===== src/rtl/layer_sequencer_pkg.sv =====
// ---------------------------------------------------------------------------
// seq_pkg
// Shared definitions for the layer sequencer and the engines it controls.
//   seq_state_t : sequencer FSM states
//   STAGE_*     : encoding of the externally visible stage field
//   ELEM_W      : feature-map element width, shared with relu and max_pool2d
//   stage_code  : maps an FSM state to its visible stage code
// ---------------------------------------------------------------------------
package seq_pkg;

  localparam int ELEM_W = 32;

  typedef enum logic [2:0] {
    IDLE,
    RELU,
    POOL,
    FINISH,
    ERR
  } seq_state_t;

  localparam logic [1:0] STAGE_IDLE   = 2'd0;  // also reported while in ERR
  localparam logic [1:0] STAGE_RELU   = 2'd1;
  localparam logic [1:0] STAGE_POOL   = 2'd2;
  localparam logic [1:0] STAGE_FINISH = 2'd3;

  function automatic logic [1:0] stage_code(input seq_state_t s);
    case (s)
      RELU:    return STAGE_RELU;
      POOL:    return STAGE_POOL;
      FINISH:  return STAGE_FINISH;
      default: return STAGE_IDLE;
    endcase
  endfunction

endpackage


===== src/rtl/layer_sequencer_if.sv =====
// ---------------------------------------------------------------------------
// layer_sequencer_if
// Bundles the host control, engine handshake and result signals of the
// layer sequencer.
//   master : host/engine side (drives start, abort, engine done levels and
//            the pooled map; observes holds, status and the result)
//   slave  : the sequencer itself
// ---------------------------------------------------------------------------
interface layer_sequencer_if
  import seq_pkg::*;
#(
  parameter int pooled_width = 3,
  parameter int CNT_W        = 16
);

  localparam int MAP_W = pooled_width * pooled_width * ELEM_W;

  logic                    start;
  logic                    abort;
  logic                    relu_reset;
  logic                    relu_done;
  logic                    max_pool_reset;
  logic                    max_pool_done;
  logic signed [MAP_W-1:0] pooled_map;
  logic signed [MAP_W-1:0] result_map;
  logic                    busy;
  logic                    done;
  logic                    error;
  logic [1:0]              stage;
  logic [CNT_W-1:0]        cycle_count;

  modport master (
    output start, abort, relu_done, max_pool_done, pooled_map,
    input  relu_reset, max_pool_reset, result_map, busy, done, error, stage,
           cycle_count
  );

  modport slave (
    input  start, abort, relu_done, max_pool_done, pooled_map,
    output relu_reset, max_pool_reset, result_map, busy, done, error, stage,
           cycle_count
  );

endinterface


===== src/rtl/layer_sequencer_stage_timer.sv =====
// ---------------------------------------------------------------------------
// stage_timer
// Up-counter with synchronous clear (clear wins over enable) and a
// terminal-count flag decoded from the registered count.
//   clk, reset : clock and asynchronous active-high reset
//   clear      : reload the count with zero
//   enable     : advance the count by one
//   terminal   : count equals TERMINAL
// ---------------------------------------------------------------------------
module stage_timer #(
  parameter int               WIDTH    = 10,
  parameter logic [WIDTH-1:0] TERMINAL = '1
) (
  input  logic clk,
  input  logic reset,
  input  logic clear,
  input  logic enable,
  output logic terminal
);

  logic [WIDTH-1:0] count_reg;

  always_ff @(posedge clk or posedge reset) begin
    if (reset) begin
      count_reg <= '0;
    end else if (clear) begin
      count_reg <= '0;
    end else if (enable) begin
      count_reg <= count_reg + 1'b1;
    end
  end

  assign terminal = (count_reg == TERMINAL);

endmodule


===== src/rtl/layer_sequencer.sv =====
// ---------------------------------------------------------------------------
// layer_sequencer
// Runs one inference pass per start: relu, then max_pool2d. Each engine is
// released from its hold reset for its stage, its done level is accepted
// only after one settle cycle, and a per-stage timer raises an error when a
// stage overruns. The pooled map is captured on pool completion.
//   clk, reset : clock and asynchronous active-high reset
//   bus        : layer_sequencer_if.slave
//                (start/abort in, engine holds out, engine dones in,
//                 pooled_map in, result_map/busy/done/error/stage/
//                 cycle_count out)
// ---------------------------------------------------------------------------
module layer_sequencer
  import seq_pkg::*;
#(
  parameter int image_width    = 5,
  parameter int pooled_width   = 3,
  parameter int TIMEOUT_CYCLES = 1024,
  parameter int CNT_W          = 16
) (
  input  logic             clk,
  input  logic             reset,
  layer_sequencer_if.slave bus
);

  localparam int WORDS   = pooled_width * pooled_width;
  localparam int MAP_W   = WORDS * ELEM_W;
  localparam int TIMER_W = (TIMEOUT_CYCLES > 2) ? $clog2(TIMEOUT_CYCLES) : 1;
  localparam logic [TIMER_W-1:0] TIMER_LAST = TIMER_W'(TIMEOUT_CYCLES - 1);
  localparam logic [CNT_W-1:0]   CNT_MAX    = '1;

  // A pooled map can never be wider than the map it was pooled from.
  if (pooled_width < 1 || pooled_width > image_width) begin : g_bad_geometry
    $error("layer_sequencer: pooled_width must lie in 1..image_width");
  end

  seq_state_t       state_reg, state_next;
  logic             settle_reg;
  logic [CNT_W-1:0] count_reg;
  logic [ELEM_W-1:0] result_word_reg [WORDS];
  logic [MAP_W-1:0] result_flat;

  logic start_accept;
  logic capture;
  logic timer_clear;
  logic timer_enable;
  logic timer_last;
  logic relu_accept;
  logic pool_accept;

  // The engine has just left reset in the first cycle of its stage, so its
  // done level is only trusted once settle_reg is set.
  assign relu_accept = bus.relu_done && settle_reg;
  assign pool_accept = bus.max_pool_done && settle_reg;

  // Next state. Priority within a running stage: abort, done, timeout.
  always_comb begin
    state_next   = state_reg;
    start_accept = 1'b0;
    capture      = 1'b0;
    case (state_reg)
      IDLE, FINISH, ERR: begin
        if (bus.abort) begin
          // ERR is left only by a new pass; abort parks FINISH in IDLE.
          if (state_reg == FINISH) state_next = IDLE;
        end else if (bus.start) begin
          state_next   = RELU;
          start_accept = 1'b1;
        end
      end
      RELU: begin
        if (bus.abort)        state_next = IDLE;
        else if (relu_accept) state_next = POOL;
        else if (timer_last)  state_next = ERR;
      end
      POOL: begin
        if (bus.abort) begin
          state_next = IDLE;
        end else if (pool_accept) begin
          state_next = FINISH;
          capture    = 1'b1;
        end else if (timer_last) begin
          state_next = ERR;
        end
      end
      default: state_next = IDLE;
    endcase
  end

  always_ff @(posedge clk or posedge reset) begin
    if (reset) begin
      state_reg  <= IDLE;
      settle_reg <= 1'b0;
      count_reg  <= '0;
    end else begin
      state_reg  <= state_next;
      settle_reg <= (state_next == state_reg);
      if (start_accept) begin
        count_reg <= '0;
      end else if ((state_reg == RELU || state_reg == POOL) &&
                   count_reg != CNT_MAX) begin
        count_reg <= count_reg + 1'b1;
      end
    end
  end

  // Result capture, one register per pooled element.
  for (genvar gi = 0; gi < WORDS; gi++) begin : g_result_word
    always_ff @(posedge clk or posedge reset) begin
      if (reset) begin
        result_word_reg[gi] <= '0;
      end else if (capture) begin
        result_word_reg[gi] <= bus.pooled_map[gi*ELEM_W +: ELEM_W];
      end
    end
  end

  always_comb begin
    result_flat = '0;
    for (int i = 0; i < WORDS; i++) begin
      result_flat[i*ELEM_W +: ELEM_W] = result_word_reg[i];
    end
  end

  // Stage timer restarts on every state change and only runs in a stage.
  assign timer_clear  = (state_next != state_reg);
  assign timer_enable = (state_reg == RELU) || (state_reg == POOL);

  stage_timer #(
    .WIDTH    (TIMER_W),
    .TERMINAL (TIMER_LAST)
  ) u_stage_timer (
    .clk      (clk),
    .reset    (reset),
    .clear    (timer_clear),
    .enable   (timer_enable),
    .terminal (timer_last)
  );

  // Outputs decoded from the state register only. relu stays released
  // through POOL and FINISH so its output map stays stable for pooling.
  always_comb begin
    bus.relu_reset     = 1'b1;
    bus.max_pool_reset = 1'b1;
    bus.busy           = 1'b0;
    bus.done           = 1'b0;
    bus.error          = 1'b0;
    case (state_reg)
      RELU: begin
        bus.relu_reset = 1'b0;
        bus.busy       = 1'b1;
      end
      POOL: begin
        bus.relu_reset     = 1'b0;
        bus.max_pool_reset = 1'b0;
        bus.busy           = 1'b1;
      end
      FINISH: begin
        bus.relu_reset     = 1'b0;
        bus.max_pool_reset = 1'b0;
        bus.done           = 1'b1;
      end
      ERR:     bus.error = 1'b1;
      default: ;
    endcase
  end

  assign bus.stage       = stage_code(state_reg);
  assign bus.cycle_count = count_reg;
  assign bus.result_map  = result_flat;

endmodule

===== src/flat_wrapper.sv =====
// flat-port wrapper written by rule: the top's interface ports become plain ports
module layer_sequencer_flat import seq_pkg::*;
#(
  parameter int image_width    = 5,
  parameter int pooled_width   = 3,
  parameter int TIMEOUT_CYCLES = 1024,
  parameter int CNT_W          = 16
)
  (clk, reset, bus_start, bus_abort, bus_relu_done, bus_max_pool_done, bus_pooled_map, bus_relu_reset, bus_max_pool_reset, bus_result_map, bus_busy, bus_done, bus_error, bus_stage, bus_cycle_count);
  layer_sequencer_if #(.pooled_width(pooled_width), .CNT_W(CNT_W)) bus_i ();
  input  logic clk;
  input  logic reset;
  input wire logic [$bits(bus_i.start)-1:0] bus_start;
  input wire logic [$bits(bus_i.abort)-1:0] bus_abort;
  input wire logic [$bits(bus_i.relu_done)-1:0] bus_relu_done;
  input wire logic [$bits(bus_i.max_pool_done)-1:0] bus_max_pool_done;
  input wire logic [$bits(bus_i.pooled_map)-1:0] bus_pooled_map;
  output wire logic [$bits(bus_i.relu_reset)-1:0] bus_relu_reset;
  output wire logic [$bits(bus_i.max_pool_reset)-1:0] bus_max_pool_reset;
  output wire logic [$bits(bus_i.result_map)-1:0] bus_result_map;
  output wire logic [$bits(bus_i.busy)-1:0] bus_busy;
  output wire logic [$bits(bus_i.done)-1:0] bus_done;
  output wire logic [$bits(bus_i.error)-1:0] bus_error;
  output wire logic [$bits(bus_i.stage)-1:0] bus_stage;
  output wire logic [$bits(bus_i.cycle_count)-1:0] bus_cycle_count;
  assign bus_i.start = bus_start;
  assign bus_i.abort = bus_abort;
  assign bus_i.relu_done = bus_relu_done;
  assign bus_i.max_pool_done = bus_max_pool_done;
  assign bus_i.pooled_map = bus_pooled_map;
  assign bus_relu_reset = bus_i.relu_reset;
  assign bus_max_pool_reset = bus_i.max_pool_reset;
  assign bus_result_map = bus_i.result_map;
  assign bus_busy = bus_i.busy;
  assign bus_done = bus_i.done;
  assign bus_error = bus_i.error;
  assign bus_stage = bus_i.stage;
  assign bus_cycle_count = bus_i.cycle_count;
  layer_sequencer #(.image_width(image_width), .pooled_width(pooled_width), .TIMEOUT_CYCLES(TIMEOUT_CYCLES), .CNT_W(CNT_W)) u_core (.clk(clk), .reset(reset), .bus(bus_i));
endmodule

===== config.mk =====
export PLATFORM = sky130hd
export DESIGN_NAME = layer_sequencer_flat
export DESIGN_NICKNAME = d
export VERILOG_FILES = /design/src/rtl/layer_sequencer_pkg.sv /design/src/rtl/layer_sequencer_if.sv /design/src/rtl/layer_sequencer_stage_timer.sv /design/src/rtl/layer_sequencer.sv /design/src/flat_wrapper.sv
export SDC_FILE = /design/constraint.sdc
export NUM_CORES = 1
export LEC_CHECK = 0
export CORE_AREA = 3 3 232 234
export CTS_BUF_LIST = sky130_fd_sc_hd__clkbuf_16
export DETAILED_ROUTE_END_ITERATION = 8
export DIE_AREA = 0 0 235 237
export GPL_TIMING_DRIVEN = 0
export PLACE_DENSITY_LB_ADDON = 0.1
export SLEW_MARGIN = 20
export SYNTH_ARGS = -nofsm -noshare
export SYNTH_HDL_FRONTEND = slang
export SYNTH_SLANG_ARGS = --single-unit

===== constraint.sdc =====
create_clock -name clk -period 14 [get_ports clk]
set_clock_uncertainty 0.1 [all_clocks]
set_input_delay 1.4 -clock clk [delete_from_list [all_inputs] [get_ports clk]]
set_output_delay 1.4 -clock clk [all_outputs]
set_load 0.02 [all_outputs]

==> results.txt <==
syn_area_per_cell - 15.4 µm²
port buffer count - 604
Sink Count - 318
required time of the critical path - 12.50 ns
# setup viols final - 0
sequential fraction of design power - 38.5%
Post-synth EDFFs - 0
Hold Crit Depth - 1
Post-DP Area - 19,500 µm²
number of global-route vias before repair - 9,685
f_max - 234 MHz
Post-synth ARST share - 100%
Syn Nets - 1,107
Starting Density - 23.9%
Switching Fraction - 30.5%
worst hold start - u_core.bus.result_map[72]
final critical-path setup slack - 9.73 ns
total power - 3.15 mW
Primary FF master, synth - dfrtp_1
wirelength, routed - 45,400 µm
routed via count - 9,220
die height - 237 µm
Routed met1 length - 17,300 µm
mapped cell area - 12,500 µm²
wire per inst - 20.9 µm
run status - finished, final reports clean
RR Startpoint - u_core.state_reg[0]
Leak - 9.16 nW
DP HPWL - 35,200 µm
Max transition margin - 51.5%
R2R depth - 7
transition time of the tightest slew-check pin - 0.721 ns
met2 routed WL - 23,300 µm
worst slack, placed - 10.06 ns
final net count - 1,756
clk_lat worst skew - 0.53 ns
combinational share of power - 32.0%
Synth cell types - 40
DRT antenna net count - 0
met3 wire length - 3780 µm
drt drc - 0
design area - 20,600 µm²
CTS tree - built
post-synthesis cell count - 811
Layout area overhead - 65.3%
Min-Delay Path Class - register to register
Root Driver - clkbuf_16
Tmin final - 4.27 ns
worst reg2reg setup slack - 11.40 ns
first-pass GRT wire length - 66,100 µm
WHS Endpoint - u_core.bus.result_map[72]
total CTS buffers - 40
largest net degree at the start of global routing - 94
GRT Overall Usage - 15.8%
remaining global-route overflow - 0
hold_buf cts - 0
Slew Viols, Final - 0
Final Core Density - 39.5%
Clock power frac - 29.5%
Hold Fails Final Rpt - 0
WP data arrival - 2.77 ns
IO Pins - 605
Post-CTS Setup Repair Bufs - 0
max_cap viols - 0
sequential share of the synthesized area - 63.8%
CP endpoint kind - output port
H-tree levels - 2
initial antenna violation count - 7
Internal - 2.19 mW
max reg flops - 288
global placement routability congestion - 0.807
peak supply drop - 0.0969 mV
Power Density - 153 nW/µm²
critical path launch point type - register
Die Footprint - 55,700 µm²
share of layout cells above drive strength 1 - 25.4%
Starting DRT DRC Count - 285
Net Sw Power - 0.960 mW
row count - 84
highest metal used - met5
first-pass detailed-route iteration total - 4
Longest Clk Path Bufs - 3
unrepaired setup endpoints after global routing - no
Yosys warning count - 0
vias per cell - 4.24
R2R Path End - u_core.bus.result_map[24]
crit path max fanout - 10
CTS clk-pin slew, worst paths - 0.05 ns
number of synthesized register bits - 318
# resized after CTS - 0
Setup CP Type - register to output port
period utilization - 30.5%
Core ar. - 52,200 µm²
Die Span X - 235 µm
## logic make-up (layout without fill, tap and decap cells)
family                     count (synthesis)  in the layout  synth area share, %
AOI/OAI and AO/OA                         35             35                 1.75
other                                      0              2                    0
muxes                                    301            301                 27.0
and+or+nand+nor                           96             96                 4.36
buffers and inverters                     51            722                 2.33
DFF                                      318            318                 63.8
xor gates and xnor gates                   8              8                0.561
adders and majority gates                  2              2                0.200
## worst max path at each step
stage	startpoint	to	slack, ns	depth (start not counted)
floorplan	reset	u_core.bus.cycle_count[0]	3.70	1
global placement	reset	u_core.bus.result_map[245]	-1.66	2
detailed placement	bus_abort	u_core.bus.result_map[198]	10.06	7
CTS	u_core.state_reg[1]	bus_busy	9.66	4
global route	u_core.state_reg[1]	bus_busy	9.55	4
finish	u_core.state_reg[1]	bus_busy	9.73	4
## power groups by stage
| stage | sequential, mW | combinational, mW | clock, mW |
|---|---|---|---|
| 2_1_floorplan | 1.46 | 0.209 | 0 |
| 3_3_place_gp | 1.22 | 1.02 | 0 |
| 3_5_place_dp | 1.23 | 1.02 | 0 |
| 4_1_cts | 1.21 | 1.03 | 0.974 |
| 5_1_grt | 1.24 | 1.06 | 1.01 |
| 6_report | 1.21 | 1.01 | 0.929 |
## layer usage
| layer | GRT usage [%] | vias to the layer above |
|---|---|---|
| met5 | 0 | - |
| met4 | 4.45 | 8 |
| met3 | 5.90 | 60 |
| met2 | 28.1 | 338 |
| met1 | 17.7 | 4608 |
| li1 | - | 4206 |
## through the flow
stage	hold WS [ns]	TNS (ns)	std cells
floorplan	0.422	0	811
global placement	0.388	-510.73	2103
detailed placement	0.395	0	2106
CTS	0.407	0	2170
global route	0.409	0	2172
finish	0.401	0	2172
## worst max-delay path, stage by stage, from the launching register on
cell and delay [ns]:
dfrtp_1 0.38, xnor2_1 0.49, clkbuf_1 0.47, nor2_1 0.28, clkdlybuf4s50_1 0.62
## cell usage after synthesis (all sizes together), types with 2 or more instances
| master | n | area share [%] |
|---|---|---|
| nand3 | 7 | 0.28 |
| o21ai | 9 | 0.36 |
| clkbuf | 9 | 0.28 |
| nand2b | 6 | 0.30 |
| a31oi | 3 | 0.15 |
| o31ai | 4 | 0.24 |
| nor2 | 6 | 0.18 |
| or3 | 3 | 0.15 |
| nand2 | 19 | 0.57 |
| nand4 | 8 | 0.40 |
| a22oi | 2 | 0.12 |
| a211oi | 3 | 0.18 |
| nor3b | 2 | 0.12 |
| nor4b | 4 | 0.28 |
| or4 | 6 | 0.36 |
| xnor2 | 7 | 0.49 |
| dfrtp | 318 | 64 |
| mux2 | 288 | 26 |
| inv | 8 | 0.24 |
| buf | 34 | 1.8 |
| nor2b | 2 | 0.10 |
| ha | 2 | 0.20 |
| or2 | 3 | 0.15 |
| a21oi | 8 | 0.32 |
| and3 | 6 | 0.30 |
| and4 | 3 | 0.21 |
| o211ai | 3 | 0.18 |
| nor3 | 13 | 0.52 |
| nor4 | 5 | 0.25 |
| mux2i | 13 | 1.0 |
## placed cells by master (no fill, tap or decap), types with 6 or more instances in the layout
cell | netlist | final
and3_1 | 6 | 6
xnor2_1 | 7 | 7
inv_1 | 8 | 18
clkinv_1 | 0 | 7
nor3_1 | 13 | 13
buf_2 | 12 | 12
nand4_1 | 8 | 8
nand3_1 | 7 | 7
clkbuf_16 | 0 | 41
o21ai_0 | 8 | 8
mux2i_1 | 13 | 13
nand2_1 | 19 | 19
clkbuf_1 | 8 | 8
or4_1 | 6 | 6
nor2_1 | 6 | 6
dfrtp_1 | 318 | 318
clkdlybuf4s50_1 | 0 | 604
nand2b_1 | 6 | 6
a21oi_1 | 8 | 8
mux2_2 | 288 | 288
buf_4 | 22 | 22
## layout make-up
type                    instances  area (µm²)
repair buffers                607        6130
well taps                     688         861
plain buffers                  43         260
multi-input cells             442        4230
clock inverters                23         118
fillers                      5050       31600
flip-flops and latches        318        7960
inverters                       8        37.5
clock buffers                  41        1030
diodes                          2        5.00
No activity file was read; power rests on OpenSTA's default activity.
